==> config.mk <==
export PLATFORM = sky130hd
export DESIGN_NAME = centrifugado_ejecutor_flat
export DESIGN_NICKNAME = d
export VERILOG_FILES = /design/src/rtl/centrifugado_ejecutor_if.sv /design/src/rtl/centrifugado_ejecutor.sv /design/src/flat_wrapper.sv
export SDC_FILE = /design/constraint.sdc
export NUM_CORES = 1
export LEC_CHECK = 0
export ABC_AREA = 1
export CAP_MARGIN = 5
export CORE_MARGIN = 3
export CORE_UTILIZATION = 56
export CTS_BUF_LIST = sky130_fd_sc_hd__clkbuf_4 sky130_fd_sc_hd__clkbuf_8 sky130_fd_sc_hd__clkbuf_16
export CTS_CLUSTER_DIAMETER = 40
export CTS_CLUSTER_SIZE = 8
export DETAILED_ROUTE_END_ITERATION = 8
export PLACE_DENSITY = 0.84
export SETUP_SLACK_MARGIN = 0.1
export SLEW_MARGIN = 5
export SYNTH_ARGS = -nofsm -noshare
export SYNTH_HDL_FRONTEND = slang
export SYNTH_SLANG_ARGS = --single-unit
==> constraint.sdc <==
create_clock -name clk_in -period 3.34 [get_ports clk_in]
set_input_delay 0.668 -clock clk_in [delete_from_list [all_inputs] [get_ports clk_in]]
set_output_delay 0.668 -clock clk_in [all_outputs]
set_load 0.005 [all_outputs]
==> src/rtl/centrifugado_ejecutor_if.sv <==
// Control and status bundle between the wash-cycle control FSM and the spin-phase executor.
interface centrifugado_ejecutor_if;
    logic       iTick_1HZ;
    logic       iStart;
    logic       iPausa;
    logic       iHabilitar;
    logic       iCentri_1;
    logic       iCentri_2;
    logic       iCentri_3;
    logic       iCentri_4;
    logic       iLed_Vaceando;
    logic       iLed_Motor;
    logic       iCentri_Activo;
    logic       iCentri_Fin;
    logic       iSel_Error;
    logic [8:0] iSegundos_Restantes;

    modport master (
        output iTick_1HZ, iStart, iPausa, iHabilitar,
               iCentri_1, iCentri_2, iCentri_3, iCentri_4,
        input  iLed_Vaceando, iLed_Motor, iCentri_Activo, iCentri_Fin,
               iSel_Error, iSegundos_Restantes
    );

    modport slave (
        input  iTick_1HZ, iStart, iPausa, iHabilitar,
               iCentri_1, iCentri_2, iCentri_3, iCentri_4,
        output iLed_Vaceando, iLed_Motor, iCentri_Activo, iCentri_Fin,
               iSel_Error, iSegundos_Restantes
    );
endinterface

==> src/rtl/centrifugado_ejecutor.sv <==
// Spin-phase executor: drains the drum, spins for the latched duration, then pulses completion.
// States: IDLE wait for start | VACIANDO drain | CENTRIFUGANDO spin | FIN one-cycle done
module centrifugado_ejecutor #(
    parameter int DRAIN_S = 10,
    parameter int T1_S    = 150,
    parameter int T2_S    = 200,
    parameter int T3_S    = 275,
    parameter int T4_S    = 375
) (
    input  logic                        clk_in,
    input  logic                        iReset,
    centrifugado_ejecutor_if.slave      bus
);
    localparam logic [1:0] S_IDLE = 2'd0;
    localparam logic [1:0] S_VAC  = 2'd1;
    localparam logic [1:0] S_CEN  = 2'd2;
    localparam logic [1:0] S_FIN  = 2'd3;

    logic [1:0] r_state;
    logic [8:0] r_rem;
    logic [8:0] r_dur;
    logic       r_err;

    logic [3:0] w_sel;
    logic       w_onehot;
    logic [8:0] w_dur_sel;
    logic       w_count;

    assign w_sel    = {bus.iCentri_4, bus.iCentri_3, bus.iCentri_2, bus.iCentri_1};
    assign w_onehot = (w_sel != 4'd0) && ((w_sel & (w_sel - 4'd1)) == 4'd0);
    // Paused ticks are dropped outright rather than remembered.
    assign w_count  = bus.iTick_1HZ && !bus.iPausa;

    always_comb begin
        w_dur_sel = 9'(T1_S);
        case (w_sel)
            4'b0010: w_dur_sel = 9'(T2_S);
            4'b0100: w_dur_sel = 9'(T3_S);
            4'b1000: w_dur_sel = 9'(T4_S);
            default: w_dur_sel = 9'(T1_S);
        endcase
    end

    always_ff @(posedge clk_in) begin
        if (iReset) begin
            r_state <= S_IDLE;
            r_rem   <= 9'd0;
            r_dur   <= 9'd0;
            r_err   <= 1'b0;
        end else begin
            r_err <= 1'b0;
            if (!bus.iHabilitar && (r_state != S_IDLE)) begin
                r_state <= S_IDLE;
                r_rem   <= 9'd0;
            end else begin
                case (r_state)
                    S_IDLE: begin
                        if (bus.iStart && bus.iHabilitar) begin
                            if (w_onehot) begin
                                r_dur   <= w_dur_sel;
                                r_rem   <= 9'(DRAIN_S);
                                r_state <= S_VAC;
                            end else begin
                                r_err <= 1'b1;
                            end
                        end
                    end
                    S_VAC: begin
                        if (w_count) begin
                            if (r_rem > 9'd1) begin
                                r_rem <= r_rem - 9'd1;
                            end else begin
                                r_rem   <= r_dur;
                                r_state <= S_CEN;
                            end
                        end
                    end
                    S_CEN: begin
                        if (w_count) begin
                            if (r_rem > 9'd1) begin
                                r_rem <= r_rem - 9'd1;
                            end else begin
                                r_rem   <= 9'd0;
                                r_state <= S_FIN;
                            end
                        end
                    end
                    default: begin
                        r_state <= S_IDLE;
                        r_rem   <= 9'd0;
                    end
                endcase
            end
        end
    end

    assign bus.iLed_Vaceando       = (r_state == S_VAC);
    assign bus.iLed_Motor          = (r_state == S_CEN) && !bus.iPausa;
    assign bus.iCentri_Activo      = (r_state != S_IDLE);
    assign bus.iCentri_Fin         = (r_state == S_FIN);
    assign bus.iSel_Error          = r_err;
    assign bus.iSegundos_Restantes = r_rem;
endmodule

==> src/flat_wrapper.sv <==
// flat-port wrapper written by rule: the top's interface ports become plain ports
module centrifugado_ejecutor_flat 
#(
    parameter int DRAIN_S = 10,
    parameter int T1_S    = 150,
    parameter int T2_S    = 200,
    parameter int T3_S    = 275,
    parameter int T4_S    = 375
)
  (clk_in, iReset, bus_iTick_1HZ, bus_iStart, bus_iPausa, bus_iHabilitar, bus_iCentri_1, bus_iCentri_2, bus_iCentri_3, bus_iCentri_4, bus_iLed_Vaceando, bus_iLed_Motor, bus_iCentri_Activo, bus_iCentri_Fin, bus_iSel_Error, bus_iSegundos_Restantes);
  centrifugado_ejecutor_if bus_i ();
  input  logic clk_in;
  input  logic iReset;
  input wire logic [$bits(bus_i.iTick_1HZ)-1:0] bus_iTick_1HZ;
  input wire logic [$bits(bus_i.iStart)-1:0] bus_iStart;
  input wire logic [$bits(bus_i.iPausa)-1:0] bus_iPausa;
  input wire logic [$bits(bus_i.iHabilitar)-1:0] bus_iHabilitar;
  input wire logic [$bits(bus_i.iCentri_1)-1:0] bus_iCentri_1;
  input wire logic [$bits(bus_i.iCentri_2)-1:0] bus_iCentri_2;
  input wire logic [$bits(bus_i.iCentri_3)-1:0] bus_iCentri_3;
  input wire logic [$bits(bus_i.iCentri_4)-1:0] bus_iCentri_4;
  output wire logic [$bits(bus_i.iLed_Vaceando)-1:0] bus_iLed_Vaceando;
  output wire logic [$bits(bus_i.iLed_Motor)-1:0] bus_iLed_Motor;
  output wire logic [$bits(bus_i.iCentri_Activo)-1:0] bus_iCentri_Activo;
  output wire logic [$bits(bus_i.iCentri_Fin)-1:0] bus_iCentri_Fin;
  output wire logic [$bits(bus_i.iSel_Error)-1:0] bus_iSel_Error;
  output wire logic [$bits(bus_i.iSegundos_Restantes)-1:0] bus_iSegundos_Restantes;
  assign bus_i.iTick_1HZ = bus_iTick_1HZ;
  assign bus_i.iStart = bus_iStart;
  assign bus_i.iPausa = bus_iPausa;
  assign bus_i.iHabilitar = bus_iHabilitar;
  assign bus_i.iCentri_1 = bus_iCentri_1;
  assign bus_i.iCentri_2 = bus_iCentri_2;
  assign bus_i.iCentri_3 = bus_iCentri_3;
  assign bus_i.iCentri_4 = bus_iCentri_4;
  assign bus_iLed_Vaceando = bus_i.iLed_Vaceando;
  assign bus_iLed_Motor = bus_i.iLed_Motor;
  assign bus_iCentri_Activo = bus_i.iCentri_Activo;
  assign bus_iCentri_Fin = bus_i.iCentri_Fin;
  assign bus_iSel_Error = bus_i.iSel_Error;
  assign bus_iSegundos_Restantes = bus_i.iSegundos_Restantes;
  centrifugado_ejecutor #(.DRAIN_S(DRAIN_S), .T1_S(T1_S), .T2_S(T2_S), .T3_S(T3_S), .T4_S(T4_S)) u_core (.clk_in(clk_in), .iReset(iReset), .bus(bus_i));
endmodule
* Word level (Yosys, flattened, before mapping)
Cells that the tools add are included.
** Word-level totals
- Output and inout port bits :: 14
- Flip-flop bits (word level) :: 21
- Input port bits :: 10
** Cells by class
- Bitwise operators :: 4
- Reduce and logical (&&, ||, !) cells :: 16
- Add/subtract/negate cells :: 2
- Muxes and demuxes :: 16
- Equality and inequality tests :: 12
- $lt $le $gt $ge :: 1
** Operator list (number)
- 2-to-1 mux 9 bit :: 6
- case mux 9 bit (3 select lines) :: 2
- 2-to-1 mux 2 bit :: 6
- greater-than comparator 9 x 1 -> 1 bit (second input constant) :: 1
- subtractor 9 x 1 -> 9 bit (second input constant) :: 1
- != test 2 x 1 -> 1 bit (second input constant) :: 4
- AND reduction 4 bit :: 2
- case mux 2 bit (3 select lines) :: 1
- AND reduction 6 bit :: 1
- logical AND 1 bit :: 5
- AND 4 bit :: 1
- == test 2 bit (second input constant) :: 2
- == test 4 x 2 -> 1 bit (second input constant) :: 1
- == test 4 x 3 -> 1 bit (second input constant) :: 1
- == test 4 bit (second input constant) :: 1
- zero test 4 bit :: 1
- != test 2 bit (second input constant) :: 2
- nonzero test 4 bit :: 1
- OR reduction 4 bit :: 1
- subtractor 4 x 1 -> 4 bit (second input constant) :: 1
- inverter 1 bit :: 3
- == test 2 x 1 -> 1 bit (second input constant) :: 1
- zero test 1 bit :: 2
- zero test 2 bit :: 1
- 3 further kinds :: 3

* Longest topological paths before layout
- Depth after elaboration :: 7
- Depth in mapped cells :: 11
- Depth with buffers taken out :: 11

* Worst setup path before layout
Ideal clock, no wire load.
- Path kind :: flip-flop to output port
- Start :: register u_core.r_state[0]
- End :: output bus_iCentri_Activo
- Slack :: 1.763 ns
- Stages on the path, launching flop included :: 5
- Required time :: 2.672 ns
- Arrival time :: 0.909 ns
- Path buffers :: 1
- Path through :: dfxtp_1 > inv_1 > ha_1 > buf_4 > inv_1
** On the way
- Word-level cells in the longest chain between the ends :: 1
** RTL lines
- from (decl) :: RTL line centrifugado_ejecutor.sv:19 : logic [1:0] r_state;
- from (signal assigned) :: RTL line centrifugado_ejecutor.sv:46 : r_state <= S_IDLE;
- from (signal assigned) :: RTL line centrifugado_ejecutor.sv:53 : r_state <= S_IDLE;
- from (signal assigned) :: RTL line centrifugado_ejecutor.sv:62 : r_state <= S_VAC;
- nonzero test 2 bit :: RTL line centrifugado_ejecutor.sv:99 : assign bus.iCentri_Activo = (r_state != S_IDLE);
- to (decl) :: RTL line flat_wrapper.sv:24 : output wire logic [$bits(bus_i.iCentri_Activo)-1:0] bus_iCentri_Activo;
No other way between the ends.

* Worst setup path in the final report
Same ends and word-level chain as after synthesis.

==> results_dict.tcl <==
set metrics [dict create \
    use_met3_pct 4.64 \
    irDropWorstVdd_v 0.000362 \
    diodes 0 \
    ys_seq_area_share_pct 27.4 \
    fin_worst_skew_ns 0.00124 \
    drive_above_1_share_pct 16.4 \
    p_seq_share_pct 32.0 \
    cts_hold_buf 0 \
    grt_setup_unrepaired "no" \
    fin_crit_ns 2.57 \
    syn-num-nets 219 \
    synth_area_mm2 0.00139 \
    gr-usage-met1_pct 25.4 \
    maxCapViolations 0 \
    grt.total_usage_pct 21.6 \
    fin_util_pct 72.6 \
    die_area_mm2 0.00312 \
    syn_to_final_growth_pct 18.9 \
    crit_type "flip-flop to output pin" \
    p_switching_mw 0.385 \
    crit_path_end_kind "output pin" \
    via_per_inst 5.28 \
    nets 244 \
    power_leakage_nw 0.708 \
    grt_pass1_vias 1319 \
    ys_seq_elements 19 \
    post-route-period-util_pct 77.1 \
    wl_per_cell_um 12.6 \
    cp_max_fo 8 \
    clock-root-buffer "clkbuf_4" \
    hpwl_um 2630 \
    numPortBuffers 23 \
    vias 1341 \
    drc_errors 0 \
    worst_setup_path_start_kind "flip-flop" \
    synth_edf_count 0 \
    final_cell_mix "55 x nand2_1, 23 x clkdlybuf4s50_1, 22 x inv_1, 19 x dfxtp_1, 18 x nor2_1" \
    syn_inst 202 \
    switching_share_pct 45.6 \
    grt-busiest-layer "met2" \
    required_ns 2.67 \
    syn_area_per_cell_um2 6.88 \
    clock_latency_ns 0.29 \
    clk_pin_slew_worst_paths_ns 0.11 \
    cts_buffers 3 \
    die_y_um 55.8 \
    post_cts_buffers 0 \
    grt_pass1_wl_um 5580 \
    tightest_slew_ns 0.377 \
    cts_max_level 1 \
    synthFlopType "dfxtp_1" \
    p_comb_share_pct 54.1 \
    pwr-share-clk_pct 13.9 \
    start_util_pct 61.1 \
    cellInternalPower_mw 0.459 \
    power_density_mw_per_mm2 510 \
    finalWeightedCongestion 0.876 \
    routed_wl_um 3210 \
    setup_viol 0 \
    outcome "finished clean" \
    async_flop_share_pct 0 \
    cts_buffer_depth 2 \
    coreArea_mm2 0.00228 \
    synth-warning-count 0 \
    finalSetupTns_ns 0 \
    postRouteAntennaNets 0 \
    hold_violations 0 \
    hp-class "flip-flop to flip-flop" \
    fill_cells 188 \
    mostFrequentLayoutCell "nand2_1" \
    ys_types 31 \
    critPathArrivalTime_ns 1.91 \
    maxSlewViolCount 0 \
    antenna_found_initial 0 \
    fin_hold_ws_ns 0.476 \
    grt_max_degree 13 \
    post_cts_resized 0 \
    max_freq_mhz 388 \
    grt.overflow.total 0 \
    clock-sinks 19 \
    cts_tree "yes" \
    met2_usage_pct 38.2 \
    dr.pass1.iters 4 \
    initialDrtViolationCount 35 \
    fp-row-count 17 \
    relSlewSlack_pct 74.2 \
    io_pins 24 \
    dieWidth_um 55.8 \
]
==> registers in the layout (all words and copies together), names as in the netlist <==
name                            cells
u_core.bus.iSel_Error               1
u_core.r_state                      2
u_core.bus.iSegundos_Restantes      9
u_core.r_dur                        7
==> path summary, 6_finish.rpt <==
| path | to | slack (ns) | startpoint | cells after the start |
|---|---|---|---|---|
| hold / removal | u_core.r_dur[7] | 0.48 | u_core.r_dur[7] | 2 |
| hold reg to reg | u_core.r_dur[7] | 0.48 | u_core.r_dur[7] | 2 |
| setup reg to reg | u_core.bus.iSegundos_Restantes[1] | 1.44 | u_core.r_state[1] | 9 |
| setup / recovery | bus_iCentri_Activo | 0.77 | u_core.r_state[0] | 4 |
==> kinds of logic (layout without fill, tap and decap cells) <==
kind of cell             after synthesis  in the layout  share of synthesized area, %
AO/OA/AOI/OAI                         27             27                          12.7
XOR/XNOR                               2              2                          1.26
adder cells (fa/ha/maj)                7              7                          6.30
buffers and inverters                 32             56                          10.2
flip-flops                            19             19                          27.4
AND/OR/NAND/NOR                      115            115                          42.2
==> power groups by stage <==
stage / registers [mW] / logic, mW / clock network (mW)
global placement: 0.274 / 0.441 / 0
global route: 0.273 / 0.510 / 0.132
floorplan: 0.272 / 0.346 / 0
detailed placement: 0.275 / 0.456 / 0
CTS: 0.270 / 0.458 / 0.119
finish: 0.270 / 0.456 / 0.117
==> Yosys cell counts, types with 2 or more instances <==
| cell | count | area (um2) |
|---|---|---|
| nor2_1 | 18 | 67.6 |
| a21oi_1 | 13 | 65.1 |
| nand2_4 | 2 | 22.5 |
| nand2_2 | 9 | 56.3 |
| nor2_2 | 2 | 12.5 |
| o21ai_0 | 5 | 25.0 |
| ha_1 | 7 | 87.6 |
| inv_1 | 22 | 82.6 |
| a31oi_1 | 2 | 12.5 |
| buf_4 | 2 | 15.0 |
| nor2_4 | 4 | 45.0 |
| nand3_4 | 2 | 35.0 |
| nand3_2 | 2 | 20.0 |
| dfxtp_1 | 19 | 380 |
| nand3_1 | 15 | 75.1 |
| nand2_1 | 55 | 206 |
| nand4_1 | 4 | 25.0 |
| inv_2 | 6 | 22.5 |
==> final cells by class <==
type                    instances  area [um2]  area share [%]
clock buffers                   3        22.5            1.36
clock inverters                 1        5.00           0.303
inverters                      29         111            6.74
multi-input cells             151         868            52.5
flip-flops and latches         19         380            23.0
well taps                      28        35.0            2.12
repair buffers                 23         230            13.9
==> routing by layer <==
metal | vias to the layer above | share of wire (%)
met5 | - | 0
li1 | 702 | -
met1 | 598 | 42
met2 | 35 | 51
met3 | 6 | 5.7
met4 | 0 | 1.6
==> worst max-delay path, cell delays in order, from the launching register on <==
cell and delay (ns):
dfxtp_1 0.43, inv_1 0.09, ha_1 0.32, inv_1 0.22, clkdlybuf4s50_1 0.55
==> per-stage QoR <==
step	setup WS (ns)	std cells	cell area (um2)	total power [mW]
floorplan	1.76	202	1390	0.617
global placement	0.922	250	1630	0.714
detailed placement	0.878	250	1630	0.731
CTS	0.761	254	1650	0.847
global route	0.662	254	1650	0.915
finish	0.765	254	1650	0.843
(Power assumes the default switching activity.)
